## src/rtl/alu_pkg.sv

```systemverilog
`default_nettype none
// ============================================================================
// Module      : alu_pkg
// Description : Shared types for the pipelined ALU: operation codes and the
//               status-flag bundle returned with every result.
// Revision    : 1.0 - initial release
// ============================================================================
package alu_pkg;

  // Codes 0-3 keep the encoding of the legacy 4-bit ALU.
  typedef enum logic [2:0] {
    ALU_OR   = 3'd0,
    ALU_AND  = 3'd1,
    ALU_XOR  = 3'd2,
    ALU_ONES = 3'd3,
    ALU_ADD  = 3'd4,
    ALU_SUB  = 3'd5,
    ALU_SHL  = 3'd6,
    ALU_SHR  = 3'd7
  } alu_op_e;

  // Bit order on the wire: {carry, overflow, negative, zero}.
  typedef struct packed {
    logic carry;
    logic overflow;
    logic negative;
    logic zero;
  } alu_flags_t;

endpackage : alu_pkg
`default_nettype wire

```

## src/rtl/alu_pipe_if.sv

```systemverilog
`default_nettype none
// ============================================================================
// Module      : alu_pipe_if
// Description : Request/response bus of the pipelined ALU. Two valid/ready
//               handshakes (request in, result out) plus the delivered-result
//               counter.
//   master : request producer / result consumer side
//   slave  : the ALU pipeline
//   Signals: in_valid, in_ready, operandA, operandB, op      (request)
//            out_valid, out_ready, result, flags, op_count   (response)
// Revision    : 1.0 - initial release
// ============================================================================
interface alu_pipe_if
  import alu_pkg::*;
#(
  parameter int WIDTH = 8,
  parameter int CNT_W = 16
) ();

  logic             in_valid;
  logic             in_ready;
  logic [WIDTH-1:0] operandA;
  logic [WIDTH-1:0] operandB;
  alu_op_e          op;
  logic             out_valid;
  logic             out_ready;
  logic [WIDTH-1:0] result;
  alu_flags_t       flags;
  logic [CNT_W-1:0] op_count;

  modport master (
    output in_valid, operandA, operandB, op, out_ready,
    input  in_ready, out_valid, result, flags, op_count
  );

  modport slave (
    input  in_valid, operandA, operandB, op, out_ready,
    output in_ready, out_valid, result, flags, op_count
  );

endinterface : alu_pipe_if
`default_nettype wire

```

## src/rtl/alu_core.sv

```systemverilog
`default_nettype none
// ============================================================================
// Module      : alu_core
// Description : Purely combinational ALU datapath. Computes result and
//               {carry, overflow, negative, zero} for one operand pair.
//   i_a, i_b  : operands (WIDTH)
//   i_op      : operation code
//   o_result  : result (WIDTH)
//   o_flags   : status flags
// Revision    : 1.0 - initial release
// ============================================================================
module alu_core
  import alu_pkg::*;
#(
  parameter int WIDTH = 8
) (
  input  wire logic [WIDTH-1:0] i_a,
  input  wire logic [WIDTH-1:0] i_b,
  input  wire alu_op_e          i_op,
  output logic      [WIDTH-1:0] o_result,
  output alu_flags_t            o_flags
);

  localparam int SH_W = $clog2(WIDTH);
  localparam int MSB  = WIDTH - 1;

  logic [SH_W-1:0]  w_shamt;
  logic [WIDTH:0]   w_sum;
  logic [WIDTH-1:0] w_result;
  logic             w_carry;
  logic             w_ovf;

  // Only the low log2(WIDTH) bits of B select the shift distance.
  assign w_shamt = i_b[SH_W-1:0];

  always_comb begin
    w_result = '0;
    w_sum    = '0;
    w_carry  = 1'b0;
    w_ovf    = 1'b0;
    case (i_op)
      ALU_OR:   w_result = i_a | i_b;
      ALU_AND:  w_result = i_a & i_b;
      ALU_XOR:  w_result = i_a ^ i_b;
      ALU_ONES: w_result = '1;
      ALU_ADD: begin
        w_sum    = {1'b0, i_a} + {1'b0, i_b};
        w_result = w_sum[MSB:0];
        w_carry  = w_sum[WIDTH];
        // Same-sign operands producing an opposite-sign result.
        w_ovf    = (i_a[MSB] == i_b[MSB]) && (w_result[MSB] != i_a[MSB]);
      end
      ALU_SUB: begin
        // The extra top bit of a zero-extended subtract is the borrow.
        w_sum    = {1'b0, i_a} - {1'b0, i_b};
        w_result = w_sum[MSB:0];
        w_carry  = w_sum[WIDTH];
        w_ovf    = (i_a[MSB] != i_b[MSB]) && (w_result[MSB] != i_a[MSB]);
      end
      ALU_SHL:  w_result = i_a << w_shamt;
      ALU_SHR:  w_result = i_a >> w_shamt;
      default:  w_result = '0;
    endcase
  end

  assign o_result         = w_result;
  assign o_flags.carry    = w_carry;
  assign o_flags.overflow = w_ovf;
  assign o_flags.negative = w_result[MSB];
  assign o_flags.zero     = (w_result == '0);

endmodule : alu_core
`default_nettype wire

```

## src/rtl/alu_pipe.sv

```systemverilog
`default_nettype none
// ============================================================================
// Module      : alu_pipe
// Description : Two-stage pipelined ALU with valid/ready flow control on both
//               request and result sides. S1 holds the accepted request, S2
//               holds the computed result and flags. Full throughput under
//               continuous flow; results held stable under backpressure.
//   clk       : clock, rising edge
//   resetn    : asynchronous active-low reset
//   bus       : alu_pipe_if.slave (request, result, op_count)
// Revision    : 1.0 - initial release
// ============================================================================
module alu_pipe
  import alu_pkg::*;
#(
  parameter int WIDTH = 8,
  parameter int CNT_W = 16
) (
  input  wire logic  clk,
  input  wire logic  resetn,
  alu_pipe_if.slave  bus
);

  // Stage 1: captured request
  logic             r_s1_valid;
  logic [WIDTH-1:0] r_s1_a;
  logic [WIDTH-1:0] r_s1_b;
  alu_op_e          r_s1_op;

  // Stage 2: computed result
  logic             r_s2_valid;
  logic [WIDTH-1:0] r_s2_result;
  alu_flags_t       r_s2_flags;

  logic [CNT_W-1:0] r_op_count;

  logic             w_adv;
  logic             w_in_ready;
  logic             w_in_fire;
  logic             w_out_fire;
  logic [WIDTH-1:0] w_core_result;
  alu_flags_t       w_core_flags;

  // S1 may move into S2 whenever S2 is empty or is being drained this cycle.
  assign w_adv      = !r_s2_valid || bus.out_ready;
  // resetn is folded in so in_ready reads 0 for the whole reset window.
  assign w_in_ready = resetn && (!r_s1_valid || w_adv);
  assign w_in_fire  = bus.in_valid && w_in_ready;
  assign w_out_fire = r_s2_valid && bus.out_ready;

  alu_core #(
    .WIDTH (WIDTH)
  ) u_core (
    .i_a      (r_s1_a),
    .i_b      (r_s1_b),
    .i_op     (r_s1_op),
    .o_result (w_core_result),
    .o_flags  (w_core_flags)
  );

  // Stage 1 register
  always_ff @(posedge clk or negedge resetn) begin
    if (!resetn) begin
      r_s1_valid <= 1'b0;
      r_s1_a     <= '0;
      r_s1_b     <= '0;
      r_s1_op    <= ALU_OR;
    end else begin
      // When S1 can take a new request it either loads one or empties,
      // since its old content is moving into S2 on this same edge.
      if (w_in_ready) begin
        r_s1_valid <= bus.in_valid;
      end
      if (w_in_fire) begin
        r_s1_a  <= bus.operandA;
        r_s1_b  <= bus.operandB;
        r_s1_op <= bus.op;
      end
    end
  end

  // Stage 2 register; data is only overwritten by a real S1 entry so the
  // last result stays on the bus, and it is frozen while stalled.
  always_ff @(posedge clk or negedge resetn) begin
    if (!resetn) begin
      r_s2_valid  <= 1'b0;
      r_s2_result <= '0;
      r_s2_flags  <= '0;
    end else if (w_adv) begin
      r_s2_valid <= r_s1_valid;
      if (r_s1_valid) begin
        r_s2_result <= w_core_result;
        r_s2_flags  <= w_core_flags;
      end
    end
  end

  // Delivered-result counter, wraps naturally at 2^CNT_W.
  always_ff @(posedge clk or negedge resetn) begin
    if (!resetn) begin
      r_op_count <= '0;
    end else if (w_out_fire) begin
      r_op_count <= r_op_count + CNT_W'(1);
    end
  end

  assign bus.in_ready  = w_in_ready;
  assign bus.out_valid = r_s2_valid;
  assign bus.result    = r_s2_result;
  assign bus.flags     = r_s2_flags;
  assign bus.op_count  = r_op_count;

endmodule : alu_pipe
`default_nettype wire

```

## src/flat_wrapper.sv

```systemverilog
// flat-port wrapper written by rule: the top's interface ports become plain ports
module alu_pipe_flat import alu_pkg::*;
#(
  parameter int WIDTH = 8,
  parameter int CNT_W = 16
)
  (clk, resetn, bus_in_valid, bus_operandA, bus_operandB, bus_op, bus_out_ready, bus_in_ready, bus_out_valid, bus_result, bus_flags, bus_op_count);
  alu_pipe_if #(.WIDTH(WIDTH), .CNT_W(CNT_W)) bus_i ();
  input  wire logic clk;
  input  wire logic resetn;
  input wire logic [$bits(bus_i.in_valid)-1:0] bus_in_valid;
  input wire logic [$bits(bus_i.operandA)-1:0] bus_operandA;
  input wire logic [$bits(bus_i.operandB)-1:0] bus_operandB;
  input wire logic [$bits(bus_i.op)-1:0] bus_op;
  input wire logic [$bits(bus_i.out_ready)-1:0] bus_out_ready;
  output wire logic [$bits(bus_i.in_ready)-1:0] bus_in_ready;
  output wire logic [$bits(bus_i.out_valid)-1:0] bus_out_valid;
  output wire logic [$bits(bus_i.result)-1:0] bus_result;
  output wire logic [$bits(bus_i.flags)-1:0] bus_flags;
  output wire logic [$bits(bus_i.op_count)-1:0] bus_op_count;
  assign bus_i.in_valid = bus_in_valid;
  assign bus_i.operandA = bus_operandA;
  assign bus_i.operandB = bus_operandB;
  assign bus_i.op = bus_op;
  assign bus_i.out_ready = bus_out_ready;
  assign bus_in_ready = bus_i.in_ready;
  assign bus_out_valid = bus_i.out_valid;
  assign bus_result = bus_i.result;
  assign bus_flags = bus_i.flags;
  assign bus_op_count = bus_i.op_count;
  alu_pipe #(.WIDTH(WIDTH), .CNT_W(CNT_W)) u_core (.clk(clk), .resetn(resetn), .bus(bus_i));
endmodule
```

## config.mk

```make
export PLATFORM = sky130hd
export DESIGN_NAME = alu_pipe_flat
export DESIGN_NICKNAME = d
export VERILOG_FILES = /design/src/rtl/alu_pkg.sv /design/src/rtl/alu_pipe_if.sv /design/src/rtl/alu_core.sv /design/src/rtl/alu_pipe.sv /design/src/flat_wrapper.sv
export SDC_FILE = /design/constraint.sdc
export NUM_CORES = 1
export LEC_CHECK = 0
export BUFFER_PORTS_ARGS = -buffer_cell sky130_fd_sc_hd__buf_2
export CORE_ASPECT_RATIO = 2
export CORE_UTILIZATION = 40
export DETAILED_ROUTE_END_ITERATION = 8
export GPL_ROUTABILITY_DRIVEN = 0
export HOLD_SLACK_MARGIN = 0.08
export RECOVER_POWER = 25
export SLEW_MARGIN = 20
export SYNTH_ARGS = -nofsm -noshare
export SYNTH_HDL_FRONTEND = slang
export SYNTH_SLANG_ARGS = --single-unit
```

## constraint.sdc

```tcl
create_clock -name clk -period 8.7 [get_ports clk]
set_clock_uncertainty 0.05 [all_clocks]
set_input_delay 1.305 -clock clk [delete_from_list [all_inputs] [get_ports clk]]
set_output_delay 1.305 -clock clk [all_outputs]
set_load 0.1 [all_outputs]
```

==> flow_summary_export.csv <==
group,metric,value,unit
pwr,cellLeakagePower,1.83,nW
global_route,grt_pass1_vias,2949,
sta,fin_crit,5.38,ns
synth,syn-num-nets,399,
placed_design,dp_hpwl,7.04,mm
worst_setup_path,crit_path_max_incr_delay,1.87,ns
synth,async_flop_share,100,%
synth,synth.distinct_cells,58,
worst_setup_path,cpLargestDelayFamily,"buffers and inverters",
worst_setup_path,critical_path.most_common_cell,"buf_2",
clock_network,clockBufferDepth,2,
synth,syn-instance-count,348,
routing,drt_iter0_markers,137,
finish,drive_gt1_share,25.7,%
worst_setup_path,arrival,4.02,ns
floorplan,initial_core_util,40.8,%
synth,ys_ff_latch,48,
floorplan,pin_count,53,
finish,diodes,0,
routing,wl_per_cell,18.2,um
synth,synth_flop_cell,"dfrtp_1",
clock_network,postCtsSetupBuffers,0,
sta,rsz0062_at_grt,"no",
clock_network,path_clk_slew,0.07,ns
clock_network,cts_resized,0,
global_route,grt_overflow,0,
worst_setup_path,setup.worst_path.start,"resetn",
floorplan,die_y,134,um
worst_setup_path,r2r_cells,8,
synth,syn_area_per_cell,10.1,um^2
routing,num_vias,2839,
pwr,ir_worst_vdd,0.285,mV
worst_setup_path,critPathKind,"input port to output pin",
worst_setup_path,r2r_slack,5.18,ns
sta,fmax,0.186,GHz
clock_network,insertion_delay,0.30,ns
finish,area_delta_synth_final,13.4,%
sta,slew_violations,50,
global_route,grtUsageTotal,21.6,%
global_route,grt_max_degree,50,
global_route,grt_pass1_wl,14.5,mm
worst_setup_path,crit_slowest_cell,"clkbuf_1",
floorplan,die-area,9160,um^2
synth,syn_area,3500,um^2
worst_setup_path,crit_path_max_fanout,49,
sta,finalSetupTns,0,ns
clock_network,cts_tree,"built",
worst_setup_path,r2r-end,"u_core.bus.flags[2]",
synth,synth_top_area_share,34.3,%
floorplan,core,8590,um^2
sta,slew_headroom,-76.5,%
synth,synth_edf_count,0,
run_status,violations,"max-capacitance violations, max-slew violations",
finish,nFillCells,854,
floorplan,rows,48,
routing,first_pass_iters,4,
finish,layout.nets,443,
synth,synth.most_common_cell,"dfrtp_1",
sta,tightest_slew,2.65,ns
sta,period_share,61.8,%
clock_network,cts-buffers-inserted,5,
job,drv_cap,1,
run_status,outcome,"complete, but fails checks",
global_route,antenna_found_initial,0,
worst_setup_path,critPathBufInv,3,
worst_setup_path,cp.depth,4,
synth,yosysTopAreaCell,"dfrtp_1",
worst_setup_path,crit_chain,"buf_2, clkbuf_1, o21a_1, buf_2",
synth,ys_warn_count,0,
worst_setup_path,cp-endpoint,"bus_in_ready",
placed_design,portBuffers,52,
synth,synth_common_cells,"dfrtp_1, mux2_2, ha_1",
clock_network,cts_hold_buf,0,
floorplan,die_w,68.2,um
worst_setup_path,timing.rr.start,"u_core.r_s1_b[1]",
routing,ant_nets,0,
clock_network,root_buffer,"clkbuf_16",
hold_path,hold_class,"flip-flop to flip-flop",
sta,finalHoldViolCount,0,
routing,drc,0,
pwr,powerDensity,332,nW/um^2
worst_setup_path,critical_path_required,7.34,ns
synth,yosys-top-cells-area,"dfrtp_1, mux2_2, ha_1",
routing,vias_per_cell,5.76,
clock_network,cts_sinks,48,
synth,yosysSeqAreaShare,34.3,%
routing,wirelength,8.97,mm
worst_setup_path,crit_path_end_kind,"output pin",
clock_network,h-tree-depth,2,
sta,finalSetupViolations,0,
finish,final_util,46.3,%
worst_setup_path,start_kind,"input port",
metal layers:
| layer | wire length (um) | vias up | global-route usage [%] |
|---|---|---|---|
| met2 | 5100 | 89 | 39.2 |
| met1 | 2980 | 1365 | 19.8 |
| met3 | 298 | 33 | 3.74 |
| met4 | 589 | 0 | 16.3 |
| li1 | - | 1352 | - |
| met5 | 0 | - | 0 |
worst min path at each step:
| stage | start | to | slack, ns | cells past startpoint |
|---|---|---|---|---|
| final | u_core.bus.op_count[15] | u_core.bus.op_count[15] | 0.42 | 1 |
| after global routing | u_core.bus.op_count[15] | u_core.bus.op_count[15] | 0.44 | 1 |
| after CTS | u_core.bus.op_count[15] | u_core.bus.op_count[15] | 0.42 | 1 |
| after detailed placement | u_core.bus.op_count[15] | u_core.bus.op_count[15] | 0.41 | 1 |
| after global placement | u_core.bus.flags[3] | u_core.bus.flags[3] | 0.41 | 2 |
| after floorplan | u_core.r_s1_valid | u_core.bus.out_valid | 0.40 | 2 |
worst register-to-register path: stages, from the launching register on:
cell	delay, ns
dfrtp_1	0.95
inv_1	0.20
ha_1	0.38
a21oi_1	0.37
o211ai_1	0.16
nor4_1	0.44
nor4_1	0.14
mux4_2	0.47
mux2_2	0.26
flip-flops by register name (all words and copies together), names as in the netlist:
signal	flops
u_core.bus.flags	4
u_core.bus.op_count	16
u_core.bus.out_valid	1
u_core.bus.result	7
u_core.r_s1_valid	1
u_core.r_s1_op	3
u_core.r_s1_b	8
u_core.r_s1_a	8
final cells by class:
type / instances / area [um^2] / share of cell area (%)
well taps: 100 / 125 / 3.15
clock buffers: 5 / 125 / 3.15
clock inverters: 3 / 46.3 / 1.16
inverters: 24 / 90.1 / 2.27
multi-input cells: 260 / 2120 / 53.4
repair buffers: 53 / 264 / 6.64
flip-flops and latches: 48 / 1200 / 30.2
through the flow:
stage / power, mW / instance area (um^2) / cells / setup WS, ns / hold WS [ns]
2_1_floorplan: 0.951 / 3500 / 348 / 5.15 / 0.398
5_1_grt: 1.39 / 3970 / 493 / 2.79 / 0.435
3_5_place_dp: 1.09 / 3810 / 485 / 4.71 / 0.411
4_1_cts: 1.32 / 3980 / 493 / 4.71 / 0.422
6_report: 1.32 / 3970 / 493 / 3.32 / 0.417
3_3_place_gp: 1.08 / 3810 / 485 / 4.75 / 0.407
cells by family after synthesis:
kind of cell	synth area share, %
xor gates and xnor gates	5.25
DFF	34.3
adders and majority gates	10.4
muxes	17.3
and+or+nand+nor	13.0
buffers and inverters	5.18
AOI/OAI and AO/OA	14.6
power breakdown:
group / switching (mW) / internal [mW] / total, mW
Clock: 0.0921 / 0.137 / 0.229
Combinational: 0.520 / 0.215 / 0.736
Sequential: 0.0778 / 0.276 / 0.354
Total: 0.690 / 0.628 / 1.32
layout by cell type (no fill, tap or decap), types with 6 or more instances in the layout:
cell type	count
a21oi_1	9
buf_2	52
dfrtp_1	48
ha_1	26
inv_1	22
mux2_2	30
mux2i_1	11
mux4_2	7
nand2_1	25
nand2b_1	7
nand3_1	10
nor2_1	21
nor3_1	7
o21ai_0	8
o21bai_1	6
o22ai_1	7
xnor2_1	15
xor2_1	6
No activity file was read; power rests on OpenSTA's default activity.
